<file path="src/rtl/fast_div_pkg.sv">
// Shared types and elaboration-time helpers for the Newton-Raphson divider.
package fast_div_pkg;

  typedef enum logic [2:0] {
    IDLE,
    NORM,
    SEED,
    ITER_A,
    ITER_B,
    QEST,
    CORR,
    DONE
  } state_e;

  // Seed line X0 = 48/17 - 32/17*d, constants rounded to 'frac' fraction bits.
  function automatic logic [63:0] seed_c48(input int unsigned frac);
    return ((64'd48 << frac) + 64'd8) / 64'd17;
  endfunction

  function automatic logic [63:0] seed_c32(input int unsigned frac);
    return ((64'd32 << frac) + 64'd8) / 64'd17;
  endfunction

  // Smallest k with 4 * 2^k >= width + 1, i.e. ceil(log2((width+1)/4)).
  function automatic int unsigned min_iter(input int unsigned width);
    int unsigned k;
    k = 0;
    while ((32'd4 << k) < (width + 32'd1)) k = k + 1;
    return k;
  endfunction

endpackage

</file>
<file path="src/rtl/fast_div_lzc.sv">
// Combinational leading-zero counter; an all-zero input returns WIDTH.
module fast_div_lzc #(
  parameter int unsigned WIDTH = 8,
  localparam int unsigned LZW = $clog2(WIDTH) + 1
) (
  input  logic [WIDTH-1:0] value_i,
  output logic [LZW-1:0]   count_o
);

  // Scan upward so the highest set bit is the last one to write the count.
  always_comb begin
    count_o = LZW'(WIDTH);
    for (int unsigned i = 0; i < WIDTH; i++) begin
      if (value_i[i]) count_o = LZW'(WIDTH - 1 - i);
    end
  end

endmodule

</file>
<file path="src/rtl/fast_divider_nr.sv">
// Newton-Raphson unsigned divider: normalise, seed, refine reciprocal, estimate, correct.
module fast_divider_nr
  import fast_div_pkg::*;
#(
  parameter int unsigned WIDTH = 8,
  parameter int unsigned ITER  = 3
) (
  input  logic             clk,
  input  logic             rst_n,
  input  logic             start,
  input  logic [WIDTH-1:0] dividend,
  input  logic [WIDTH-1:0] divisor,
  output logic             busy,
  output logic             done,
  output logic [WIDTH-1:0] quotient,
  output logic [WIDTH-1:0] remainder,
  output logic             dbz
);

  localparam int unsigned FRAC = 2 * WIDTH;
  localparam int unsigned XW   = FRAC + 2;
  localparam int unsigned PW   = WIDTH + FRAC + 2;
  localparam int unsigned MW   = 2 * FRAC + 4;
  localparam int unsigned RW   = 2 * WIDTH + 1;
  localparam int unsigned LZW  = $clog2(WIDTH) + 1;
  localparam int unsigned IW   = (ITER > 1) ? $clog2(ITER) : 1;

  localparam logic [XW-1:0] C48 = XW'(seed_c48(FRAC));
  localparam logic [XW-1:0] C32 = XW'(seed_c32(FRAC));
  localparam logic [XW-1:0] TWO = XW'(2) << FRAC;

  if (WIDTH < 4 || WIDTH > 16) begin : g_bad_width
    $error("fast_divider_nr: WIDTH must be within 4..16");
  end
  if (ITER < min_iter(WIDTH)) begin : g_bad_iter
    $error("fast_divider_nr: ITER too small for WIDTH");
  end

  state_e state_q, state_d;

  logic [WIDTH-1:0] a_q, a_d, b_q, b_d, dn_q, dn_d, q_q, q_d;
  logic [WIDTH-1:0] quot_q, quot_d, rem_q, rem_d;
  logic [LZW-1:0]   lz_q, lz_d, lz_c;
  logic [XW-1:0]    x_q, x_d, t_q, t_d;
  logic [IW-1:0]    iter_q, iter_d;
  logic             corr_q, corr_d, zero_q, zero_d;
  logic             busy_q, busy_d, done_q, done_d, dbz_q, dbz_d;

  logic [XW-1:0]         seed_prod, dx, xt;
  logic [7:0]            qshift;
  logic [WIDTH-1:0]      q_est, q_fix, rem_fix;
  logic signed [RW-1:0]  r_c, b_s;

  fast_div_lzc #(.WIDTH(WIDTH)) u_lzc (
    .value_i (b_q),
    .count_o (lz_c)
  );

  // One wide product per state; each is a plain truncation of the fixed-point result.
  always_comb begin
    seed_prod = XW'((PW'(C32) * PW'(dn_q)) >> WIDTH);
    dx        = XW'((PW'(dn_q) * PW'(x_q)) >> WIDTH);
    xt        = XW'((MW'(x_q) * MW'(t_q)) >> FRAC);
    qshift    = 8'(FRAC + WIDTH) - 8'(lz_q);
    q_est     = WIDTH'((PW'(a_q) * PW'(x_q)) >> qshift);
    b_s       = $signed(RW'(b_q));
    r_c       = $signed(RW'(a_q)) - $signed(RW'(q_q) * RW'(b_q));
    if (r_c < 0) begin
      q_fix   = q_q - WIDTH'(1);
      rem_fix = WIDTH'(r_c + b_s);
    end else if (r_c >= b_s) begin
      q_fix   = q_q + WIDTH'(1);
      rem_fix = WIDTH'(r_c - b_s);
    end else begin
      q_fix   = q_q;
      rem_fix = WIDTH'(r_c);
    end
  end

  always_comb begin
    state_d = state_q;
    a_d     = a_q;
    b_d     = b_q;
    dn_d    = dn_q;
    lz_d    = lz_q;
    x_d     = x_q;
    t_d     = t_q;
    iter_d  = iter_q;
    q_d     = q_q;
    corr_d  = corr_q;
    zero_d  = zero_q;
    busy_d  = busy_q;
    done_d  = 1'b0;
    dbz_d   = dbz_q;
    quot_d  = quot_q;
    rem_d   = rem_q;

    unique case (state_q)
      IDLE: begin
        if (start) begin
          a_d    = dividend;
          b_d    = divisor;
          busy_d = 1'b1;
          corr_d = 1'b0;
          // Zero divisor reuses the two CORR cycles as a delay so done lands on edge 2.
          if (divisor == '0) begin
            zero_d  = 1'b1;
            state_d = CORR;
          end else begin
            zero_d  = 1'b0;
            state_d = NORM;
          end
        end
      end
      NORM: begin
        lz_d    = lz_c;
        dn_d    = WIDTH'(b_q << lz_c);
        state_d = SEED;
      end
      SEED: begin
        x_d     = C48 - seed_prod;
        iter_d  = '0;
        state_d = ITER_A;
      end
      ITER_A: begin
        t_d     = (dx > TWO) ? '0 : TWO - dx;
        state_d = ITER_B;
      end
      ITER_B: begin
        x_d = xt;
        if (iter_q == IW'(ITER - 1)) begin
          state_d = QEST;
        end else begin
          iter_d  = iter_q + IW'(1);
          state_d = ITER_A;
        end
      end
      QEST: begin
        q_d     = q_est;
        corr_d  = 1'b0;
        state_d = CORR;
      end
      CORR: begin
        if (!zero_q) q_d = q_fix;
        if (!corr_q) begin
          corr_d = 1'b1;
        end else begin
          state_d = DONE;
          done_d  = 1'b1;
          busy_d  = 1'b0;
          dbz_d   = zero_q;
          quot_d  = zero_q ? '1 : q_fix;
          rem_d   = zero_q ? a_q : rem_fix;
        end
      end
      DONE: begin
        state_d = IDLE;
      end
      default: state_d = IDLE;
    endcase
  end

  always_ff @(posedge clk or negedge rst_n) begin
    if (!rst_n) begin
      state_q <= IDLE;
      a_q     <= '0;
      b_q     <= '0;
      dn_q    <= '0;
      lz_q    <= '0;
      x_q     <= '0;
      t_q     <= '0;
      iter_q  <= '0;
      q_q     <= '0;
      corr_q  <= 1'b0;
      zero_q  <= 1'b0;
      busy_q  <= 1'b0;
      done_q  <= 1'b0;
      dbz_q   <= 1'b0;
      quot_q  <= '0;
      rem_q   <= '0;
    end else begin
      state_q <= state_d;
      a_q     <= a_d;
      b_q     <= b_d;
      dn_q    <= dn_d;
      lz_q    <= lz_d;
      x_q     <= x_d;
      t_q     <= t_d;
      iter_q  <= iter_d;
      q_q     <= q_d;
      corr_q  <= corr_d;
      zero_q  <= zero_d;
      busy_q  <= busy_d;
      done_q  <= done_d;
      dbz_q   <= dbz_d;
      quot_q  <= quot_d;
      rem_q   <= rem_d;
    end
  end

  assign busy      = busy_q;
  assign done      = done_q;
  assign quotient  = quot_q;
  assign remainder = rem_q;
  assign dbz       = dbz_q;

endmodule

</file>
<file path="config.mk">
export PLATFORM = sky130hd
export DESIGN_NAME = fast_divider_nr
export DESIGN_NICKNAME = d
export VERILOG_FILES = /design/src/rtl/fast_div_pkg.sv /design/src/rtl/fast_div_lzc.sv /design/src/rtl/fast_divider_nr.sv
export SDC_FILE = /design/constraint.sdc
export NUM_CORES = 2
export LEC_CHECK = 0
export CAP_MARGIN = 10
export CORE_UTILIZATION = 40
export CTS_CLUSTER_SIZE = 16
export DETAILED_ROUTE_END_ITERATION = 16
export DONT_BUFFER_PORTS = 1
export MAX_ROUTING_LAYER = met4
export PLACE_DENSITY = 0.59
export SYNTH_ARGS = -nofsm -noshare
export SYNTH_HDL_FRONTEND = slang
export SYNTH_SLANG_ARGS = --single-unit
</file>
<file path="constraint.sdc">
create_clock -name clk -period 6.53 [get_ports clk]
set_input_delay 0.9795 -clock clk [delete_from_list [all_inputs] [get_ports clk]]
set_output_delay 0.9795 -clock clk [all_outputs]
set_load 0.02 [all_outputs]
</file>
**Word-level counts from Yosys, hierarchy flattened**

Index checks and enable logic that the tools add are counted.

- Memories: 0
- Output and inout bits: 19
- Bits in latches: 0
- Bits of input ports: 19
- Memory bits (writable): 0
- Bits in read-only memories: 0
- Flip-flop bits (word level): 98
- Logic and storage cells: 93

- Equality and inequality tests: 12
- $add $sub $neg: 9
- Multipliers: 5
- Order comparisons: 3
- Shift operators: 2
- Reduce and logical (&&, ||, !) cells: 13
- Mux-type cells: 33
- Divide/modulo/power cells: 0
- Bitwise operators: 0

Operators by type and width:

| kind | number |
|---|---|
| $mux 8 | 7 |
| $mul 8x18->26 | 2 |
| $pmux 18 s2 | 1 |
| $mul 18x18->34 | 1 |
| $mux 4 | 8 |
| $shr 26x8->8 | 1 |
| $mul 16x8->24 const A | 1 |
| $pmux 3 s8 | 1 |
| $gt 18x18->1 const B | 1 |
| $mux 18 | 1 |
| $sub 18x17->18 const A | 1 |
| $sub 18x18->18 const A | 1 |
| $ge 17x9->1 | 1 |
| $lt 17x1->1 const B | 1 |
| $sub 8x16->17 | 1 |
| $mul 8x8->16 | 1 |
| $pmux 8 s2 | 1 |
| $eq 3x3->1 const B | 4 |
| $mux 3 | 4 |
| $reduce_and 2->1 | 6 |
| $add 8x1->8 const B | 1 |
| $add 8x8->8 | 1 |
| $logic_not 8->1 | 1 |
| $ne 2x2->1 const B | 4 |
| 17 further kinds | 25 |

**Depth between registers and ports, before layout**

- Depth in word-level cells: 9
- Gate-level depth with buffers: 27
- Mapped depth without buffers: 24

**Modules after synthesis**

A second synthesis with hierarchy kept.

- Cells, all modules: 3621
- Area total of the unflattened synthesis: 30217.7 µm²

By module, submodules not included:

| module | instances | area each (µm²) | cells each | seq. area each (µm²) |
|---|---|---|---|---|
| fast_divider_nr | 1 | 30131.4 | 3607 | 2452.4 |
| fast_div_lzc | 1 | 86.3 | 14 | 0.0 |

**Least setup slack after synthesis**

OpenSTA, ideal clock, no wires.

- Path kind: register -> register
- Start: register t_q[6]
- End: register x_q[12]
- Period minus slack after synthesis: 6.302 ns
- Path buffers: 2
- Data arrival time: 6.177 ns
- Path slack: 0.228 ns
- Library setup time: 0.125 ns
- Cell stages (with the launch flop): 24
- Data required time: 6.405 ns
- Cell sequence: dfrtp_1 -> clkbuf_1 -> buf_1 -> nand2_1 -> fa_1 -> inv_1 -> fa_1 -> fa_1 -> inv_1 -> fa_1 -> inv_1 -> fa_1 -> fa_1 -> ha_1 -> a21o_1 -> a21o_1 -> a21oi_1 -> o21ai_0 -> nor4_1 -> a21oi_1 -> a41o_1 -> a221oi_1 -> xnor2_1 -> mux2_2

- Longest elaborated chain between the ends: 2

Ends and longest elaborated chain:

| what | line | source |
|---|---|---|
| from (decl) | fast_divider_nr.sv:44 | `logic [XW-1:0] x_q, x_d, t_q, t_d;` |
| from (signal assigned) | fast_divider_nr.sv:188 | `t_q <= t_d;` |
| $mul 18x18->34 | fast_divider_nr.sv:63 | `xt = XW'((MW'(x_q) * MW'(t_q)) >> FRAC);` |
| $pmux 18 s2 | fast_divider_nr.sv:98 | `unique case (state_q)` |
| to (signal assigned) | fast_divider_nr.sv:170 | `x_q <= '0;` |
| to (signal assigned) | fast_divider_nr.sv:187 | `x_q <= x_d;` |
| to (decl) | fast_divider_nr.sv:44 |  |

No other way between the ends.
A chain may end at the register's enable or synchronous reset.

**Final worst setup path**

- Start: register x_q[6]
- End: register x_q[12]

- Longest elaborated chain between the ends: 2

Ends and longest elaborated chain:

| what | line |
|---|---|
| $mul 18x18->34 | fast_divider_nr.sv:63 |
| $pmux 18 s2 | fast_divider_nr.sv:98 |

No other way between the ends.

==> qor_table.md <==
| Result | Value |
| --- | --- |
| Gate Count Post-Synth | 3657 |
| Final worst hold slack | 0.283 ns |
| Final standard cell count with taps included and fillers excluded | 4593 |
| Most instantiated library cell after synthesis | sky130_fd_sc_hd__inv_1 |
| Root Driver | sky130_fd_sc_hd__clkbuf_16 |
| Dominant cells by area after synthesis | sky130_fd_sc_hd__fa_1 (33%), sky130_fd_sc_hd__ha_1 (12%), sky130_fd_sc_hd__inv_1 (8.7%) |
| Number of unique standard cell types used by synthesis | 93 |
| Floorplan die area | 0.0774 mm^2 |
| PortBufs | 0 |
| Post-synth top cells | sky130_fd_sc_hd__inv_1 (706), sky130_fd_sc_hd__nand2_1 (533), sky130_fd_sc_hd__fa_1 (510), sky130_fd_sc_hd__ha_1 (293), sky130_fd_sc_hd__and2_1 (282) |
| Clock latency of the later-clocked register in the worst-skew pair | 0.40 ns |
| Period utilization | 0.968 |
| Data required time of the critical path | 6.82 ns |
| Sequential-to-total area share from yosys stat | 0.0804 |
| Global-route usage over all layers | 0.215 |
| Clock tree sinks | 98 |
| Count of cells along the worst register-to-register path | 22 |
| Initial cell density of the core | 0.407 |
| Average wire length per cell after detail routing | 16.9 um |
| Detailed Route Iter0 Violations | 1401 |
| First-pass DRT Iterations | 6 |
| GRT Max-Usage Layer | met2 |
| Register clock-pin slew on the reported worst setup and hold paths | 0.08 ns |
| Post-synthesis net count | 4479 |
| Simple-gate area share of the yosys netlist | 0.187 |
| Post-Synth XOR/XNOR Area | 0.0336 |
| Area share of the largest cell type after synthesis | 0.335 |
| Class of the most critical setup path | register to register |
| Core Area | 0.0749 mm^2 |
| Worst reg-to-reg setup slack | 0.21 ns |
| Fraction of registers with async set or reset after synthesis | 1.00 |
| Library cell appearing most often on the critical path | sky130_fd_sc_hd__fa_1 |
| Ratio of cells with drive above 1 in the final layout | 0.0704 |
| Remaining routing DRC violations | 0 |
| DR vias/cell | 5.25 |
| Post-Synth Adder-Cell Area | 0.455 |
| Total number of yosys warnings | 0 |
| Kind of cell adding the most delay to the critical path | adder cells |
| Largest family of logic cells by synthesized area | adder cells |
| Area growth, synth to finish | 6.82% |
| Upper clock frequency limit | 158 MHz |
| Total Wirelength | 77700 um |
| Number of nets in the finished design | 4441 |
| Number of enable-type register cells in the synthesized netlist | 0 |
| List of cells traversed by the critical path | buf_12 -> nand2_1 -> fa_1 -> inv_1 -> fa_1 -> inv_1 -> fa_1 -> inv_1 -> fa_1 -> inv_1 -> fa_1 -> inv_1 -> fa_1 -> ha_1 -> a21oi_2 -> o21ai_1 -> nor4_2 -> a21oi_1 -> a41o_1 -> a221oi_1 -> xnor2_1 -> mux2_2 |
| Met1 Use GR | 0.300 |
| Clock Path Buffers | 2 |
| Capturing element type of the critical path | register |
| Via count | 24100 |
| Top flip-flop cell by instance count after synthesis | sky130_fd_sc_hd__dfrtp_1 |
| Congestion Overflow GR | 0 |
| Leading area contributor after synthesis | sky130_fd_sc_hd__fa_1 |
| Final critical path time including I/O delays and setup | 6.32 ns |
| GRT met3 Usage | 0.0194 |
| Compound-gate portion of the synthesized area | 0.112 |
| # fillers | 7467 |
| Max-Cap Viols | 0 |
| Placed wire-length estimate after detailed placement | 64500 um |
| Worst path bufs/invs | 6 |
| Syn_area_per_cell | 8.34 um^2 |
| Actual slew at the worst max-slew pin | 1.05 ns |
| Maximum fanout encountered on the critical timing path | 25 |
| Max incr delay on CP | 0.54 ns |
| Vias in the first global route | 24300 |
| Element type at the critical path start | register |
| Register bit total from synthesis | 98 |
| FF-to-FF End | x_q[12]$_DFFE_PN0P_ |
| Class of the worst hold path | input port to asynchronous set/reset pin |
| Clock Skews | 0.0144 ns |
| Num CTS Buffers | 9 |
| Routability congestion estimate from global placement | 0.912 |
| Final hold violation count | 0 |
| Die Y-Extent | 278 um |
| Number of instances in the placed design | 4576 |
| Die span in x | 278 um |
| Run status | complete, no violations |
| Hold_buf cts | 0 |
| Largest net degree at the start of global routing | 99 |
| I/O pin cnt | 38 |
| Wire length of the first global-routing pass | 130000 um |
| Global routing usage on met2 | 0.338 |
| Post-route ant nets | 0 |
| Synthesized cell area | 0.0305 mm^2 |
| Worst endpoint data arrival time | 6.61 ns |
| Multiplexer area fraction after synthesis | 0.0195 |
| Final count of negative-setup-slack endpoints | 0 |
| CTS tree | built |
| Worst max-slew margin expressed relative to the limit | 0.290 |
| Cell with the biggest individual delay on the critical path | sky130_fd_sc_hd__dfrtp_1 |
| # H-tree levels | 3 |
| Max Slew Vio Count | 0 |
| Launch instance of the worst register-to-register path | x_q[6]$_DFFE_PN0P_ |
| Count of standard-cell rows | 100 |
| Number of antenna violations at the first check in global routing | 1 |
==> sequential cells by signal (all words and copies together) (netlist names), 3 cells and up <==
name	cells
remainder	8
q_q	8
x_q	18
lz_q	4
t_q	18
dn_q	8
a_q	8
state_q	3
quotient	8
b_q	8
==> what timing repair did <==
action	CTS	global route
gates resized for setup	2	23
setup endpoints to repair	2	40
setup buffers	0	1
pin swaps	0	2
==> final cells by class <==
class / count / area (um^2) / area share
diodes: 1 / 2.50 / 0.0000768
inverters: 708 / 2660 / 0.0816
multi-input cells: 2648 / 24700 / 0.757
well taps: 969 / 1210 / 0.0372
clock buffers: 11 / 253 / 0.00776
clock inverters: 4 / 58.8 / 0.00180
flip-flops and latches: 98 / 2460 / 0.0756
repair buffers: 154 / 1260 / 0.0386
==> through the flow <==
| stage | instance area [um^2] | worst slack (ns) | util | TNS, ns |
|---|---|---|---|---|
| 2_1_floorplan | 30500 | 0.228 | - | 0 |
| 3_3_place_gp | 32200 | 0.0221 | 0.430 | 0 |
| 3_5_place_dp | 32200 | -0.0433 | 0.430 | -0.0433 |
| 4_1_cts | 32500 | 0.0860 | 0.434 | 0 |
| 5_1_grt | 32600 | -0.00678 | 0.435 | -0.00678 |
| 6_report | 32600 | 0.207 | 0.435 | 0 |
==> cells in the final DEF (no fill, tap or decap), types with 9 or more instances in the layout <==
cell type / instances
sky130_fd_sc_hd__a21o_1: 36
sky130_fd_sc_hd__nand2_1: 533
sky130_fd_sc_hd__and2_1: 282
sky130_fd_sc_hd__and3_1: 18
sky130_fd_sc_hd__dfrtp_2: 10
sky130_fd_sc_hd__nor2_1: 134
sky130_fd_sc_hd__nor3b_1: 9
sky130_fd_sc_hd__nor2b_1: 16
sky130_fd_sc_hd__xor2_1: 46
sky130_fd_sc_hd__nor4_1: 19
sky130_fd_sc_hd__clkbuf_16: 9
sky130_fd_sc_hd__inv_1: 706
sky130_fd_sc_hd__a211oi_1: 16
sky130_fd_sc_hd__mux2_2: 10
sky130_fd_sc_hd__o21bai_1: 10
sky130_fd_sc_hd__o21ai_2: 12
sky130_fd_sc_hd__mux4_2: 11
sky130_fd_sc_hd__nand3_1: 30
sky130_fd_sc_hd__nor3_1: 36
sky130_fd_sc_hd__nand4_1: 20
sky130_fd_sc_hd__o31ai_1: 11
sky130_fd_sc_hd__o21ai_0: 102
sky130_fd_sc_hd__o21a_1: 23
sky130_fd_sc_hd__mux2i_1: 22
sky130_fd_sc_hd__xnor2_1: 71
sky130_fd_sc_hd__o22ai_1: 9
sky130_fd_sc_hd__a21oi_1: 132
sky130_fd_sc_hd__a31oi_1: 16
sky130_fd_sc_hd__nand2b_1: 16
sky130_fd_sc_hd__fa_1: 510
sky130_fd_sc_hd__or3_1: 14
sky130_fd_sc_hd__ha_1: 293
sky130_fd_sc_hd__buf_4: 146
sky130_fd_sc_hd__dfrtp_1: 88
sky130_fd_sc_hd__o211ai_1: 22
==> how the worst max path moves through the flow <==
stage	start	endpoint	slack, ns	cells past startpoint
2_1_floorplan	t_q[6]$_DFFE_PN0P_	x_q[12]$_DFFE_PN0P_	0.23	23
3_3_place_gp	x_q[7]$_DFFE_PN0P_	x_q[12]$_DFFE_PN0P_	0.02	21
3_5_place_dp	x_q[7]$_DFFE_PN0P_	x_q[12]$_DFFE_PN0P_	-0.04	21
4_1_cts	t_q[3]$_DFFE_PN0P_	x_q[16]$_DFFE_PN0P_	0.09	24
5_1_grt	b_q[1]$_DFFE_PN0P_	quotient[5]$_DFFE_PN0P_	-0.007	23
6_report	x_q[6]$_DFFE_PN0P_	x_q[12]$_DFFE_PN0P_	0.21	22
==> logic make-up (layout without fill, tap and decap cells) <==
| kind of cell | after synthesis | after routing |
|---|---|---|
| DFF | 98 | 98 |
| and+or+nand+nor | 1173 | 1173 |
| buffers and inverters | 911 | 877 |
| other | 0 | 1 |
| AOI/OAI and AO/OA | 511 | 511 |
| xor gates and xnor gates | 117 | 117 |
| muxes | 44 | 44 |
| adders and majority gates | 803 | 803 |
==> routing by layer <==
metal,wire length [um],part of all wire,vias to the layer above
li1,-,-,11400
met1,36600,0.47,12100
met2,36200,0.47,513
met3,3420,0.044,74
met4,1450,0.019,0
met5,0,0,-
==> worst reg2reg max path: stages (launching register included) <==
cell,delay (ns)
sky130_fd_sc_hd__dfrtp_1,0.54
sky130_fd_sc_hd__buf_12,0.23
sky130_fd_sc_hd__nand2_1,0.09
sky130_fd_sc_hd__fa_1,0.52
sky130_fd_sc_hd__inv_1,0.05
sky130_fd_sc_hd__fa_1,0.53
sky130_fd_sc_hd__inv_1,0.07
sky130_fd_sc_hd__fa_1,0.53
sky130_fd_sc_hd__inv_1,0.05
sky130_fd_sc_hd__fa_1,0.47
sky130_fd_sc_hd__inv_1,0.05
sky130_fd_sc_hd__fa_1,0.47
sky130_fd_sc_hd__inv_1,0.05
sky130_fd_sc_hd__fa_1,0.43
sky130_fd_sc_hd__ha_1,0.33
sky130_fd_sc_hd__a21oi_2,0.18
sky130_fd_sc_hd__o21ai_1,0.14
sky130_fd_sc_hd__nor4_2,0.35
sky130_fd_sc_hd__a21oi_1,0.16
sky130_fd_sc_hd__a41o_1,0.29
sky130_fd_sc_hd__a221oi_1,0.33
sky130_fd_sc_hd__xnor2_1,0.10
sky130_fd_sc_hd__mux2_2,0.26
Power is left out: the tool's default activity adds up to more than one toggle a clock period on the data nets, which glitch-free logic cannot reach.
